===== src/rtl/fifo_uart_tx.sv =====
// UART 8N1 transmitter that pulls bytes from a FIFO with 1-cycle read latency.
// All outputs are registered from the next-state values so they align with the state register.
module fifo_uart_tx #(
  parameter int CLOCKS_PER_BIT = 868
) (
  input  logic        clock,
  input  logic        reset,
  input  logic [7:0]  fifo_data,
  input  logic        fifo_empty,
  input  logic        enable,
  output logic        fifo_read,
  output logic        tx,
  output logic        busy,
  output logic [15:0] sent_count
);

  typedef enum logic [2:0] {
    IDLE  = 3'd0,
    READ  = 3'd1,
    LOAD  = 3'd2,
    START = 3'd3,
    DATA  = 3'd4,
    STOP  = 3'd5
  } state_t;

  localparam logic [15:0] LAST_TICK = 16'(CLOCKS_PER_BIT - 1);

  state_t      state_q, state_d;
  logic [15:0] timer_q, timer_d;
  logic [2:0]  bit_idx_q, bit_idx_d;
  logic [7:0]  shift_q, shift_d;
  logic [15:0] count_q, count_d;
  logic        tx_q, tx_d;
  logic        fifo_read_q, fifo_read_d;
  logic        busy_q, busy_d;
  logic        bit_done;

  assign bit_done = (timer_q == LAST_TICK);

  // Next-state, bit timing and datapath updates
  always_comb begin
    state_d   = state_q;
    timer_d   = timer_q + 16'd1;
    bit_idx_d = bit_idx_q;
    shift_d   = shift_q;
    count_d   = count_q;
    case (state_q)
      IDLE: begin
        timer_d = 16'd0;
        if (enable && !fifo_empty) begin
          state_d = READ;
        end else begin
          state_d = IDLE;
        end
      end
      READ: begin
        timer_d = 16'd0;
        state_d = LOAD;
      end
      LOAD: begin
        timer_d   = 16'd0;
        shift_d   = fifo_data;
        bit_idx_d = 3'd0;
        state_d   = START;
      end
      START: begin
        if (bit_done) begin
          timer_d   = 16'd0;
          bit_idx_d = 3'd0;
          state_d   = DATA;
        end else begin
          state_d = START;
        end
      end
      DATA: begin
        if (bit_done) begin
          timer_d = 16'd0;
          if (bit_idx_q == 3'd7) begin
            state_d = STOP;
          end else begin
            bit_idx_d = bit_idx_q + 3'd1;
          end
        end else begin
          state_d = DATA;
        end
      end
      STOP: begin
        if (bit_done) begin
          timer_d = 16'd0;
          count_d = count_q + 16'd1;
          // Decide on the next fetch only at frame end; enable mid-frame has no effect
          if (enable && !fifo_empty) begin
            state_d = READ;
          end else begin
            state_d = IDLE;
          end
        end else begin
          state_d = STOP;
        end
      end
      default: begin
        timer_d = 16'd0;
        state_d = IDLE;
      end
    endcase
  end

  // Output values derived from the upcoming state so the registered outputs track state_q
  always_comb begin
    fifo_read_d = (state_d == READ);
    busy_d      = (state_d != IDLE);
    case (state_d)
      START:   tx_d = 1'b0;
      DATA:    tx_d = shift_d[bit_idx_d];
      default: tx_d = 1'b1;
    endcase
  end

  // State and output registers with synchronous reset
  always_ff @(posedge clock) begin
    if (reset) begin
      state_q     <= IDLE;
      timer_q     <= 16'd0;
      bit_idx_q   <= 3'd0;
      shift_q     <= 8'd0;
      count_q     <= 16'd0;
      tx_q        <= 1'b1;
      fifo_read_q <= 1'b0;
      busy_q      <= 1'b0;
    end else begin
      state_q     <= state_d;
      timer_q     <= timer_d;
      bit_idx_q   <= bit_idx_d;
      shift_q     <= shift_d;
      count_q     <= count_d;
      tx_q        <= tx_d;
      fifo_read_q <= fifo_read_d;
      busy_q      <= busy_d;
    end
  end

  assign fifo_read  = fifo_read_q;
  assign tx         = tx_q;
  assign busy       = busy_q;
  assign sent_count = count_q;

endmodule


===== config.mk =====
export PLATFORM = sky130hd
export DESIGN_NAME = fifo_uart_tx
export DESIGN_NICKNAME = d
export VERILOG_FILES = /design/src/rtl/fifo_uart_tx.sv
export SDC_FILE = /design/constraint.sdc
export NUM_CORES = 1
export LEC_CHECK = 0
export CORE_ASPECT_RATIO = 0.5
export CORE_MARGIN = 5
export CORE_UTILIZATION = 40
export CTS_BUF_LIST = sky130_fd_sc_hd__clkbuf_4 sky130_fd_sc_hd__clkbuf_8 sky130_fd_sc_hd__clkbuf_16
export CTS_CLUSTER_SIZE = 24
export DETAILED_ROUTE_END_ITERATION = 6
export PLACE_DENSITY = 0.63
export SYNTH_ARGS = -nofsm -noshare
export SYNTH_HDL_FRONTEND = slang
export SYNTH_SLANG_ARGS = --single-unit

===== constraint.sdc =====
create_clock -name clock -period 2.9 [get_ports clock]
set_input_delay 0.58 -clock clock [delete_from_list [all_inputs] [get_ports clock]]
set_output_delay 0.58 -clock clock [all_outputs]
set_load 0.005 [all_outputs]

---- Word level (Yosys, flattened, before mapping) ----
Cells that the tools add are included.
word-level totals
  flip-flop bits (word level) ............. 49
  bits of input ports ..................... 12
  output and inout port bits .............. 19
  word-level logic and storage cells ...... 44
operators by class
  add/sub/neg operators ................... 3
  $lt $le $gt $ge ......................... 1
  eq/ne operators ......................... 10
  mux-type cells .......................... 14
  bitwise logic cells ..................... 1
  reductions and logical operators ........ 7
operators by type and width
  cell                                                                  count
  16-bit by 1-bit adder with 16-bit output, second input constant       2
  3-bit two-way mux                                                     7
  3-bit case mux with 6 select lines                                    1
  16-bit by 10-bit == test with 1-bit output, second input constant     1
  3-bit == test, second input constant                                  4
  3-bit by 2-bit == test with 1-bit output, second input constant       3
  3-bit case mux with 3 select lines                                    1
  8-bit two-way mux                                                     1
  3-bit by 1-bit == test with 1-bit output, second input constant       2
  3-bit OR reduction                                                    2
  3-bit by 4-bit < comparator with 1-bit output, second input constant  1
  3-bit by 1-bit adder with 3-bit output, second input constant         1
  1-bit binary-select mux with 3-bit select                             1
  3-bit logical NOT                                                     1
  3-bit nonzero test                                                    1
  1-bit two-way mux                                                     2
  1-bit case mux with 2 select lines                                    1
  2-bit AND reduction                                                   1
  1-bit logical AND                                                     1
  1-bit logical NOT                                                     1
  1-bit NOT                                                             1

---- Logic depth before layout (Yosys ltp) ----
Gate-level depths: netlist of run 1.
  depth in word-level cells ............... 7
  depth in mapped cells ................... 9
  gate-level depth less buffers ........... 8

---- Worst setup path before layout of run 1 ----
OpenSTA, ideal clock, no wires.
  path kind ............................... register to register
  start ................................... register timer_q[0]
  end ..................................... register tx_q (netlist: tx)
  library setup time ...................... 127 ps
  arrival ................................. 1932 ps
  data required time ...................... 2773 ps
  slack ................................... 841 ps
  cell stages (with the launch flop) ...... 9
  buffers on the path ..................... 0
  clock period less this slack ............ 2059 ps
  path through ............................ dfxtp_1 -> ha_1 -> and4bb_2 -> and4_1 -> nand4_1 -> nand3_1 -> mux2_2 -> a211oi_1 -> a211oi_1
between the ends
  longest elaborated chain between the ends .. 6
  elaborated cells on any way between the ends .. 13
  classes of those cells .................. eq/ne: 3; mux: 10
RTL lines
  element                                       RTL line  source
  start, declared                               29        logic [15:0] timer_q, timer_d;
  start signal, assigned                        132       timer_q <= timer_d;
  16-bit by 10-bit == test with 1-bit output *  38        assign bit_done = (timer_q == LAST_TICK);
  3-bit two-way mux, on equally long branches   76, 67
  3-bit case mux with 3 select lines            47        case (state_q)
  1-bit binary-select mux with 3-bit select     114       DATA: tx_d = shift_d[bit_idx_d];
  1-bit two-way mux (implied by the code)       114
  1-bit case mux with 2 select lines *          112       case (state_d)
  end signal, assigned                          136       tx_q <= tx_d;
  end, declared                                 33        logic tx_q, tx_d;
Mark *: on every way between the ends. The rest lies on a longest branch, timed or not. The select of a mux whose other input is x is not followed.
A chain may end at the register's enable or synchronous reset.

---- Worst setup path in the final report of run 1 ----
Same ends and word-level chain as after synthesis.

==> qor_table.md, run 1 <==
| Item | This run | Unit |
|---|---|---|
| Run status | complete, no violations | - |
| Combined buffer and inverter count along the critical path | 0 | - |
| Required time reported for the critical path endpoint | 3.07 | ns |
| Pin count of the biggest net entering global routing | 23 | - |
| Flip-flop and latch count after synthesis | 49 | - |
| Count of clock tree sinks | 49 | - |
| CTS tree | done | - |
| Final-layout worst hold slack | 0.4571 | ns |
| Period utilisation layout | 0.8209 | - |
| Sum of negative setup slack | 0 | ns |
| Placer congestion estimate | 0.8674 | - |
| Final hold viol count | 0 | - |
| Achievable Freq | 420.1 | MHz |
| Root buffer cell | clkbuf_16 | - |
| Fraction of registers with async set or reset after synthesis | 0 | - |
| Via count of the first global-routing pass | 1,740 | - |
| Longest Clk Path Bufs | 2 | - |
| Detail Route Antenna Nets | 0 | - |
| Area overhead of the layout relative to synthesis | 23.31 | % |
| Count of TritonRoute iterations in the first routing pass | 4 | - |
| Maximum VDD drop | 0.0002316 | V |
| Cts hold-fix bufs | 0 | - |
| Core utilization of the finished layout | 0.5125 | - |
| Die outline width | 117.1 | um |
| Count of flip-flops with a built-in enable after synthesis | 0 | - |
| Floorplan die height | 63.53 | um |
| RSZ-0062 raised after global routing | false | - |
| H-tree depth | 2 | - |
| Number of antenna violations at the first check in global routing | 0 | - |
| CTS buffer count | 5 | - |
| Post-layout nets | 305 | - |
| MaxCap Viol Count | 0 | - |
| Core Box Area | 5515 | um2 |
| Violation count after the first detailed-route iteration | 68 | - |
| Avg WL per Cell | 12.43 | um |
| Count of warnings emitted by yosys | 0 | - |
| Count of final max-slew check failures | 0 | - |
| Top cell type's share of synthesized area | 0.4279 | - |
| Data arrival time of the worst path | 2.55 | ns |
| Critical setup path kind | reg2reg | - |
| Dpl hpwl | 3208 | um |
| Global Route Usage Sum | 0.1263 | - |
| Crit path time final | 2.381 | ns |
| Worst-skew pair later-pin latency | 0.29 | ns |
| Worst path slowest cell | dfxtp_1 | - |
| Post-Place Cells | 356 | - |
| Layout cells sized above 1 | 0.07560 | - |
| Avg Inst Size Synth | 8.782 | um2 |
| Delay of the slowest critical-path stage | 0.38 | ns |
| Via/cell ratio | 5.071 | - |
| Initial core utilization | 0.4156 | - |
| Net Count, Synth | 276 | - |
| Power per cell area | 531.5 | nW/um2 |
| Max-Slew Margin vs Limit | 0.6065 | - |
| Number of ports placed on the die boundary | 31 | - |
| Die area | 7437 | um2 |
| Via count | 1,846 | - |
| DRC errors left | 0 | - |
| Commonest non-fill, non-tap cells in the layout | dfxtp_1 (49), nor2_1 (39), clkdlybuf4s50_1 (30) | - |
| Biggest area contributors in the synthesized netlist | dfxtp_1 (43%), nor2_1 (6.4%), xnor2_1 (4.6%) | - |
| Number of filler cells placed in the layout | 523 | - |
| Portion of the post-synthesis area used by sequential elements | 0.4279 | - |
| Netlist cell types | 45 | - |
| Clock Pin Slew Worst Setup and Hold Paths | 0.06 | ns |
| Leading cell type in the layout, fill and taps excluded | dfxtp_1 | - |
| Total setup violations reported at the end of the flow | 0 | - |
| Endpoint type of the worst setup path | flop | - |
| Lkg Pwr | 0.9505 | nW |
| Cell chain of the critical path | ha_1 -> and4bb_2 -> and4_1 -> nand4_1 -> nand3_1 -> mux2_2 -> a211oi_1 -> a211oi_1 | - |
| Leading area contributor after synthesis | dfxtp_1 | - |
| Final setup skew | 0.005613 | ns |
| Count of port buffers added during placement | 30 | - |
| Dominant register cell in the synthesized netlist | dfxtp_1 | - |
| Number of standard cells after synthesis | 261 | - |
| Number of antenna cells inserted | 0 | - |
| Grt total ovfl | 0 | - |
| Class of the tightest hold or removal check | reg2reg | - |
| Number of buffers added for setup after CTS | 0 | - |
| Category of the worst setup path launch point | flop | - |
| Kind of cell adding the most delay to the critical path | simple AND/OR/NAND/NOR gates | - |
| Total wire length | 4525 | um |
| Actual slew at the worst max-slew pin | 0.5754 | ns |
| Final instance count without filler cells | 364 | - |
| Critical Path Most Common Cell | a211oi_1 | - |
| Post-cts sizing count | 0 | - |
| Post-synth design cell area | 2292 | um2 |
| Standard-cell row count | 19 | - |
| Crit-path max FO | 4 | - |
| Global-route wire length before repair | 7659 | um |
[report_power, final]
part           switching (mW)  total (mW)  leakage (nW)  internal (mW)
clock                   0.247       0.740        0.0938          0.492
sequential            0.00792       0.691         0.396          0.684
combinational          0.0349      0.0712         0.461         0.0363
total                   0.290        1.50         0.950           1.21
[worst reg2reg max path: stages, from the launching register on]
cell and delay (ns):
dfxtp_1 0.38, ha_1 0.24, and4bb_2 0.25, and4_1 0.26, nand4_1 0.17, nand3_1 0.25
mux2_2 0.37, a211oi_1 0.25, a211oi_1 0.09
[worst paths after layout]
kind,end,depth (start not counted),slack [ns],startpoint
setup / recovery,tx,8,0.52,timer_q[0]
hold / removal,shift_q[7],2,0.46,shift_q[7]
setup reg to reg,tx,8,0.52,timer_q[0]
hold reg to reg,shift_q[7],2,0.46,shift_q[7]
[sequential cells by signal, indices dropped and copies added (netlist names)]
signal / flops
bit_idx_q: 3
busy: 1
fifo_read: 1
sent_count: 16
shift_q: 8
state_q: 3
timer_q: 16
tx: 1
[layer usage]
layer / wire length (um) / track usage / up-vias
met4: 71 / 0.05150 / 0
met2: 1964 / 0.1941 / 28
li1: - / - / 980
met3: 240 / 0.04302 / 8
met5: 0 / 0 / -
met1: 2249 / 0.1613 / 830
[per-stage QoR]
step | setup slack, ns | area, um2 | power [mW]
detailed placement | 0.5780 | 2636 | 0.7779
floorplan | 0.8409 | 2292 | 0.7495
CTS | 0.5467 | 2826 | 1.519
global placement | 0.5761 | 2636 | 0.7775
finish | 0.5193 | 2826 | 1.502
global route | 0.4156 | 2826 | 1.550
[final cells by class]
type / instances / area [um2] / share of cell area
clock buffers: 5 / 125.1 / 0.04427
multi-input cells: 195 / 1226 / 0.4338
flip-flops and latches: 49 / 980.9 / 0.3471
well taps: 73 / 91.34 / 0.03232
clock inverters: 3 / 65.06 / 0.02302
repair buffers: 31 / 307.8 / 0.1089
inverters: 8 / 30.03 / 0.01062
[Yosys cell counts (all sizes together), types with 2 or more instances]
library cell / instances
dfxtp: 49
nor2: 39
nand2: 23
a21oi: 14
nand3: 13
o21ai: 12
xnor2: 12
xor2: 11
nand4: 10
mux2i: 8
nor3: 8
inv: 7
or3: 7
and3: 5
a211oi: 4
buf: 4
clkbuf: 4
ha: 3
nor2b: 3
nor4: 3
a22oi: 2
and4bb: 2
mux2: 2
[cells by family (layout without fill, tap and decap cells)]
group,Yosys count,count (layout),synth area share
fa+ha+maj,3,3,0.01638
compound gates,39,39,0.1010
flops,49,49,0.4279
buf+inv,17,47,0.03711
mux,10,10,0.04476
simple gates,120,120,0.2849
xor+xnor,23,23,0.08788
Note: power is estimated with default switching activity, not from simulation.
==> inputs of run 2 (changes only) <==
==> constraint.sdc (replaced) <==
create_clock -name clock -period 2.3 [get_ports clock]
set_input_delay 0.46 -clock clock [delete_from_list [all_inputs] [get_ports clock]]
set_output_delay 0.46 -clock clock [all_outputs]
set_load 0.005 [all_outputs]
==> qor_table.md, run 2 (synthesis results as in run 1) <==
| Item | This run | Unit | Change |
|---|---|---|---|
| Run status | complete, no violations | - | unchanged |
| Worst path slowest cell | dfxtp_1 | - | unchanged |
| Detail Route Antenna Nets | 0 | - | unchanged |
| H-tree depth | 2 | - | unchanged |
| Required time reported for the critical path endpoint | 2.47 | ns | was 3.07 ns |
| Standard-cell row count | 19 | - | unchanged |
| Pin count of the biggest net entering global routing | 26 | - | was 23 |
| MaxCap Viol Count | 0 | - | unchanged |
| Data arrival time of the worst path | 2.36 | ns | was 2.55 ns |
| Grt total ovfl | 0 | - | unchanged |
| Critical setup path kind | reg2reg | - | unchanged |
| Worst-skew pair later-pin latency | 0.28 | ns | was 0.29 ns |
| Global-route wire length before repair | 8231 | um | was 7659 um |
| Count of clock tree sinks | 49 | - | unchanged |
| Final setup skew | 0.005729 | ns | was 0.005613 ns |
| Setup WS pre-CTS | 0.05204 | ns | was 0.5780 ns |
| Number of ports placed on the die boundary | 31 | - | unchanged |
| Delay of the slowest critical-path stage | 0.37 | ns | was 0.38 ns |
| Placer congestion estimate | 0.8181 | - | was 0.8674 |
| Lkg Pwr | 0.9981 | nW | was 0.9505 nW |
| Fin worst setup slack | 0.1067 | ns | was 0.5193 ns |
| Die outline width | 117.1 | um | unchanged |
| Final hold viol count | 0 | - | unchanged |
| Via count | 1,935 | - | was 1,846 |
| Via/cell ratio | 5.188 | - | was 5.071 |
| CTS tree | done | - | unchanged |
| Actual slew at the worst max-slew pin | 0.6297 | ns | was 0.5754 ns |
| Count of TritonRoute iterations in the first routing pass | 4 | - | unchanged |
| Total power draw | 1.675 | mW | was 1.502 mW |
| Post-layout nets | 314 | - | was 305 |
| Dpl hpwl | 3486 | um | was 3208 um |
| Global Route Usage Sum | 0.1346 | - | was 0.1263 |
| Leading cell type in the layout, fill and taps excluded | dfxtp_1 | - | unchanged |
| Longest Clk Path Bufs | 2 | - | unchanged |
| Clock Pin Slew Worst Setup and Hold Paths | 0.06 | ns | about the same |
| Cell chain of the critical path | ha_2 -> and4bb_2 -> and4_2 -> nand4_1 -> nand3_2 -> mux2_2 -> a211oi_1 -> a211oi_1 | - | was ha_1 -> and4bb_2 -> and4_1 -> nand4_1 -> nand3_1 -> mux2_2 -> a211oi_1 -> a211oi_1 |
| Commonest non-fill, non-tap cells in the layout | dfxtp_1 (49), nor2_1 (39), clkdlybuf4s50_1 (30) | - | unchanged |
| Max-Slew Margin vs Limit | 0.5792 | - | was 0.6065 |
| Period utilisation layout | 0.9536 | - | was 0.8209 |
| Number of antenna cells inserted | 0 | - | unchanged |
| Area overhead of the layout relative to synthesis | 25.76 | % | was 23.31% |
| DRC errors left | 0 | - | unchanged |
| Via count of the first global-routing pass | 1,848 | - | was 1,740 |
| Endpoint type of the worst setup path | flop | - | unchanged |
| Layout cells sized above 1 | 0.1233 | - | was 0.07560 |
| Floorplan die height | 63.53 | um | unchanged |
| Avg WL per Cell | 12.73 | um | was 12.43 um |
| Number of antenna violations at the first check in global routing | 0 | - | unchanged |
| CTS buffer count | 5 | - | unchanged |
| Power per cell area | 581.1 | nW/um2 | was 531.5 nW/um2 |
| Root buffer cell | clkbuf_16 | - | unchanged |
| Class of the tightest hold or removal check | reg2reg | - | unchanged |
| Total setup violations reported at the end of the flow | 0 | - | unchanged |
| Initial core utilization | 0.4156 | - | unchanged |
| Count of final max-slew check failures | 0 | - | unchanged |
| Crit path time final | 2.193 | ns | was 2.381 ns |
| Maximum VDD drop | 0.0002916 | V | was 0.0002316 V |
| Category of the worst setup path launch point | flop | - | unchanged |
| Critical Path Most Common Cell | a211oi_1 | - | unchanged |
| Final-layout worst hold slack | 0.4578 | ns | was 0.4571 ns |
| Achievable Freq | 455.9 | MHz | was 420.1 MHz |
| Sum of negative setup slack | 0 | ns | unchanged |
| Total wire length | 4748 | um | was 4525 um |
| Count of port buffers added during placement | 30 | - | unchanged |
| Violation count after the first detailed-route iteration | 73 | - | was 68 |
| Crit-path max FO | 4 | - | unchanged |
| Core Box Area | 5515 | um2 | unchanged |
| Die area | 7437 | um2 | unchanged |
| RSZ-0062 raised after global routing | true | - | was false |
run 2: layout make-up:
cell class              count  area [um2]
fillers                   524        2633
multi-input cells         195        1262
flip-flops and latches     49       980.9
repair buffers             40       375.4
clock buffers               6       132.6
well taps                  73       91.34
inverters                   8       30.03
clock inverters             2       10.01
run 2: worst paths after layout:
path | endpoint | startpoint | cells after the start | slack, ns
worst max register to register | tx | timer_q[0] | 8 | 0.11
worst min-delay path | shift_q[7] | shift_q[7] | 2 | 0.46
worst min register to register | shift_q[7] | shift_q[7] | 2 | 0.46
worst max-delay path | tx | timer_q[0] | 8 | 0.11
run 2: through the flow:
step,cells,cell area (um2),util
CTS,371,2833,0.5136
floorplan,261,2292,-
global route,373,2883,0.5227
finish,373,2883,0.5227
detailed placement,363,2689,0.4875
global placement,363,2689,0.4875
run 2: repair_timing:
item	in CTS	in global routing
setup endpoints to repair	1	7
hold buffers	0	0
setup buffers	0	2
gates cloned	0	0
resized for setup	1	7
pin swaps	0	2
run 2: worst max-delay path, delay by kind of cell (launching register included):
kind | cells | cell delay [ns]
and+or+nand+nor | 4 | 0.79
DFF | 1 | 0.37
muxes | 1 | 0.35
AOI/OAI and AO/OA | 2 | 0.34
adders and majority gates | 1 | 0.23
run 2: per-layer routing:
metal,global-route usage,wire length [um]
met4,0.03147,31
met3,0.04015,217
met2,0.2217,2241
met1,0.1726,2257
met5,0,0
run 2: report_power, final:
group          switching [mW]  internal, mW  total, mW
logic                  0.0497        0.0528      0.103
registers             0.00717         0.862      0.869
clock network           0.292         0.411      0.703
==> inputs of run 3 (changes only) <==
--- a/config.mk
+++ b/config.mk
@@ -11,7 +11,7 @@
 export CTS_BUF_LIST = sky130_fd_sc_hd__clkbuf_4 sky130_fd_sc_hd__clkbuf_8 sky130_fd_sc_hd__clkbuf_16
 export CTS_CLUSTER_SIZE = 24
 export DETAILED_ROUTE_END_ITERATION = 6
-export PLACE_DENSITY = 0.63
+export MAX_ROUTING_LAYER = met4
 export SYNTH_ARGS = -nofsm -noshare
 export SYNTH_HDL_FRONTEND = slang
 export SYNTH_SLANG_ARGS = --single-unit
==> qor_table.md, run 3 (synthesis results as in run 1) <==
| Item | This run | Unit | Change |
|---|---|---|---|
| DRC errors left | 0 | - | unchanged |
| Delay of the slowest critical-path stage | 0.37 | ns | about the same |
| Count of TritonRoute iterations in the first routing pass | 4 | - | unchanged |
| Period utilisation layout | 0.9236 | - | was 0.9536 |
| Critical setup path kind | reg2reg | - | unchanged |
| Achievable Freq | 470.7 | MHz | was 455.9 MHz |
| Root buffer cell | clkbuf_16 | - | unchanged |
| Category of the worst setup path launch point | flop | - | unchanged |
| Via/cell ratio | 5.154 | - | was 5.188 |
| Leading cell type in the layout, fill and taps excluded | dfxtp_1 | - | unchanged |
| Final setup skew | 0.007319 | ns | was 0.005729 ns |
| Logic depth of the worst register-to-register path | 8 | - | unchanged |
| Class of the tightest hold or removal check | reg2reg | - | unchanged |
| Layout cells sized above 1 | 0.1174 | - | was 0.1233 |
| Total setup violations reported at the end of the flow | 0 | - | unchanged |
| Launch instance of the worst register-to-register path | timer_q[1] | - | was timer_q[0] |
| Worst path slowest cell | dfxtp_1 | - | unchanged |
| Worst-skew pair later-pin latency | 0.28 | ns | about the same |
| Final-layout worst hold slack | 0.4390 | ns | was 0.4578 ns |
| Number of antenna cells inserted | 0 | - | unchanged |
| Sum of negative setup slack | 0 | ns | unchanged |
| Endpoint type of the worst setup path | flop | - | unchanged |
| Required time reported for the critical path endpoint | 2.47 | ns | about the same |
| Die area | 7437 | um2 | unchanged |
| Commonest non-fill, non-tap cells in the layout | dfxtp_1 (48), nor2_1 (39), clkdlybuf4s50_1 (30) | - | was dfxtp_1 (49), nor2_1 (39), clkdlybuf4s50_1 (30) |
| Final instance count without filler cells | 371 | - | was 373 |
| Count of final max-slew check failures | 0 | - | unchanged |
| Cts hold-fix bufs | 0 | - | unchanged |
| Core Box Area | 5515 | um2 | unchanged |
| Number of ports placed on the die boundary | 31 | - | unchanged |
| Lkg Pwr | 0.9748 | nW | was 0.9981 nW |
| Avg WL per Cell | 12.61 | um | was 12.73 um |
| Clock Pin Slew Worst Setup and Hold Paths | 0.07 | ns | was 0.06 ns |
| Count of clock tree sinks | 49 | - | unchanged |
| Longest Clk Path Bufs | 2 | - | unchanged |
| Cell chain of the critical path | ha_2 -> and4bb_2 -> and4_2 -> nand4_1 -> nand3_2 -> mux2_2 -> o32ai_1 -> a211oi_1 | - | was ha_2 -> and4bb_2 -> and4_2 -> nand4_1 -> nand3_2 -> mux2_2 -> a211oi_1 -> a211oi_1 |
| Pin count of the biggest net entering global routing | 25 | - | was 26 |
| Terminus of the critical flop-to-flop path | tx | - | unchanged |
| Post-Place Cells | 363 | - | unchanged |
| Number of filler cells placed in the layout | 516 | - | was 524 |
| Count of port buffers added during placement | 30 | - | unchanged |
| Actual slew at the worst max-slew pin | 0.5559 | ns | was 0.6297 ns |
| Total power draw | 1.708 | mW | was 1.675 mW |
| Run status | complete, no violations | - | unchanged |
| Number of stages on the worst hold path | 1 | - | was 2 |
| Standard-cell row count | 19 | - | unchanged |
| Maximum VDD drop | 0.0003017 | V | was 0.0002916 V |
| Max-Slew Margin vs Limit | 0.6198 | - | was 0.5792 |
| Initial core utilization | 0.4156 | - | unchanged |
| Crit path time final | 2.124 | ns | was 2.193 ns |
| Number of buffers added for setup after CTS | 0 | - | unchanged |
| Number of antenna violations at the first check in global routing | 0 | - | unchanged |
| Power per cell area | 596.4 | nW/um2 | was 581.1 nW/um2 |
| Via count of the first global-routing pass | 1,725 | - | was 1,848 |
| Placer congestion estimate | 0.8247 | - | was 0.8181 |
| CTS tree | done | - | unchanged |
| Die outline width | 117.1 | um | unchanged |
| Floorplan die height | 63.53 | um | unchanged |
| Global-route wire length before repair | 7790 | um | was 8231 um |
| Data arrival time of the worst path | 2.29 | ns | was 2.36 ns |
| Worst-case register-to-register setup slack | 0.18 | ns | was 0.11 ns |
| Post-layout nets | 312 | - | was 314 |
| Crit-path max FO | 4 | - | unchanged |
| CTS buffer count | 5 | - | unchanged |
| Violation count after the first detailed-route iteration | 93 | - | was 73 |
| Combined buffer and inverter count along the critical path | 0 | - | unchanged |
| Dpl hpwl | 3458 | um | was 3486 um |
| Total wire length | 4680 | um | was 4748 um |
| Via count | 1,912 | - | was 1,935 |
| Final hold viol count | 0 | - | unchanged |
| End point of the worst hold path | timer_q[0] | - | was shift_q[7] |
| Detail Route Antenna Nets | 0 | - | unchanged |
| Grt total ovfl | 0 | - | unchanged |
| H-tree depth | 2 | - | unchanged |
| Hold wc startpoint | timer_q[0] | - | was shift_q[7] |
| Area overhead of the layout relative to synthesis | 24.95 | % | was 25.76% |
| MaxCap Viol Count | 0 | - | unchanged |
| Global Route Usage Sum | 0.1304 | - | was 0.1346 |
| Kind of cell adding the most delay to the critical path | simple AND/OR/NAND/NOR gates | - | unchanged |
==> run 3: worst max path at each step <==
| stage | start | to | cells past startpoint |
|---|---|---|---|
| 6_report | timer_q[1] | tx | 8 |
| 5_1_grt | timer_q[1] | sent_count[15] | 8 |
| 4_1_cts | timer_q[0] | tx | 8 |
| 3_5_place_dp | timer_q[0] | tx | 8 |
| 3_3_place_gp | timer_q[0] | tx | 8 |
| 2_1_floorplan | timer_q[0] | tx | 8 |
==> run 3: per-stage QoR <==
stage	util	setup slack [ns]	area (um2)
2_1_floorplan	-	0.2409	2292
3_3_place_gp	0.4875	0.1848	2689
3_5_place_dp	0.4875	0.1212	2689
4_1_cts	0.5152	0.1165	2841
5_1_grt	0.5193	-0.04000	2864
6_report	0.5193	0.1757	2864
==> run 3: metal layers <==
layer | vias up | share of wire | global-route usage
li1 | 987 | - | -
met1 | 883 | 0.47 | 0.1665
met2 | 40 | 0.46 | 0.2082
met3 | 2 | 0.056 | 0.03824
met4 | 0 | 0.0038 | 0.02146
met5 | - | 0 | -
==> run 3: worst register-to-register path: stages, from the launching register on <==
cell and delay [ns]:
dfxtp_1 0.37, ha_2 0.22, and4bb_2 0.24, and4_2 0.26, nand4_1 0.14, nand3_2 0.13
mux2_2 0.34, o32ai_1 0.23, a211oi_1 0.07
==> run 3: where the power goes <==
part | internal [mW] | total (mW) | switching [mW]
Sequential | 0.862 | 0.869 | 0.00690
Combinational | 0.0510 | 0.0997 | 0.0487
Clock | 0.433 | 0.740 | 0.307
==> run 3: what timing repair did <==
item / CTS / global route
gates resized for setup: 0 / 6
hold endpoints to repair: 0 / 0
setup endpoints to repair: 0 / 6
==> run 3: cell type report <==
class                      count  area, um2  area share
clock buffer                   6      138.9     0.04849
clock inverter                 2      13.76    0.004806
inverter                       8      30.03     0.01048
multi-input combinational    195       1247      0.4356
sequential                    49      982.2      0.3429
tap                           73      91.34     0.03189
timing repair buffer          38      360.3      0.1258
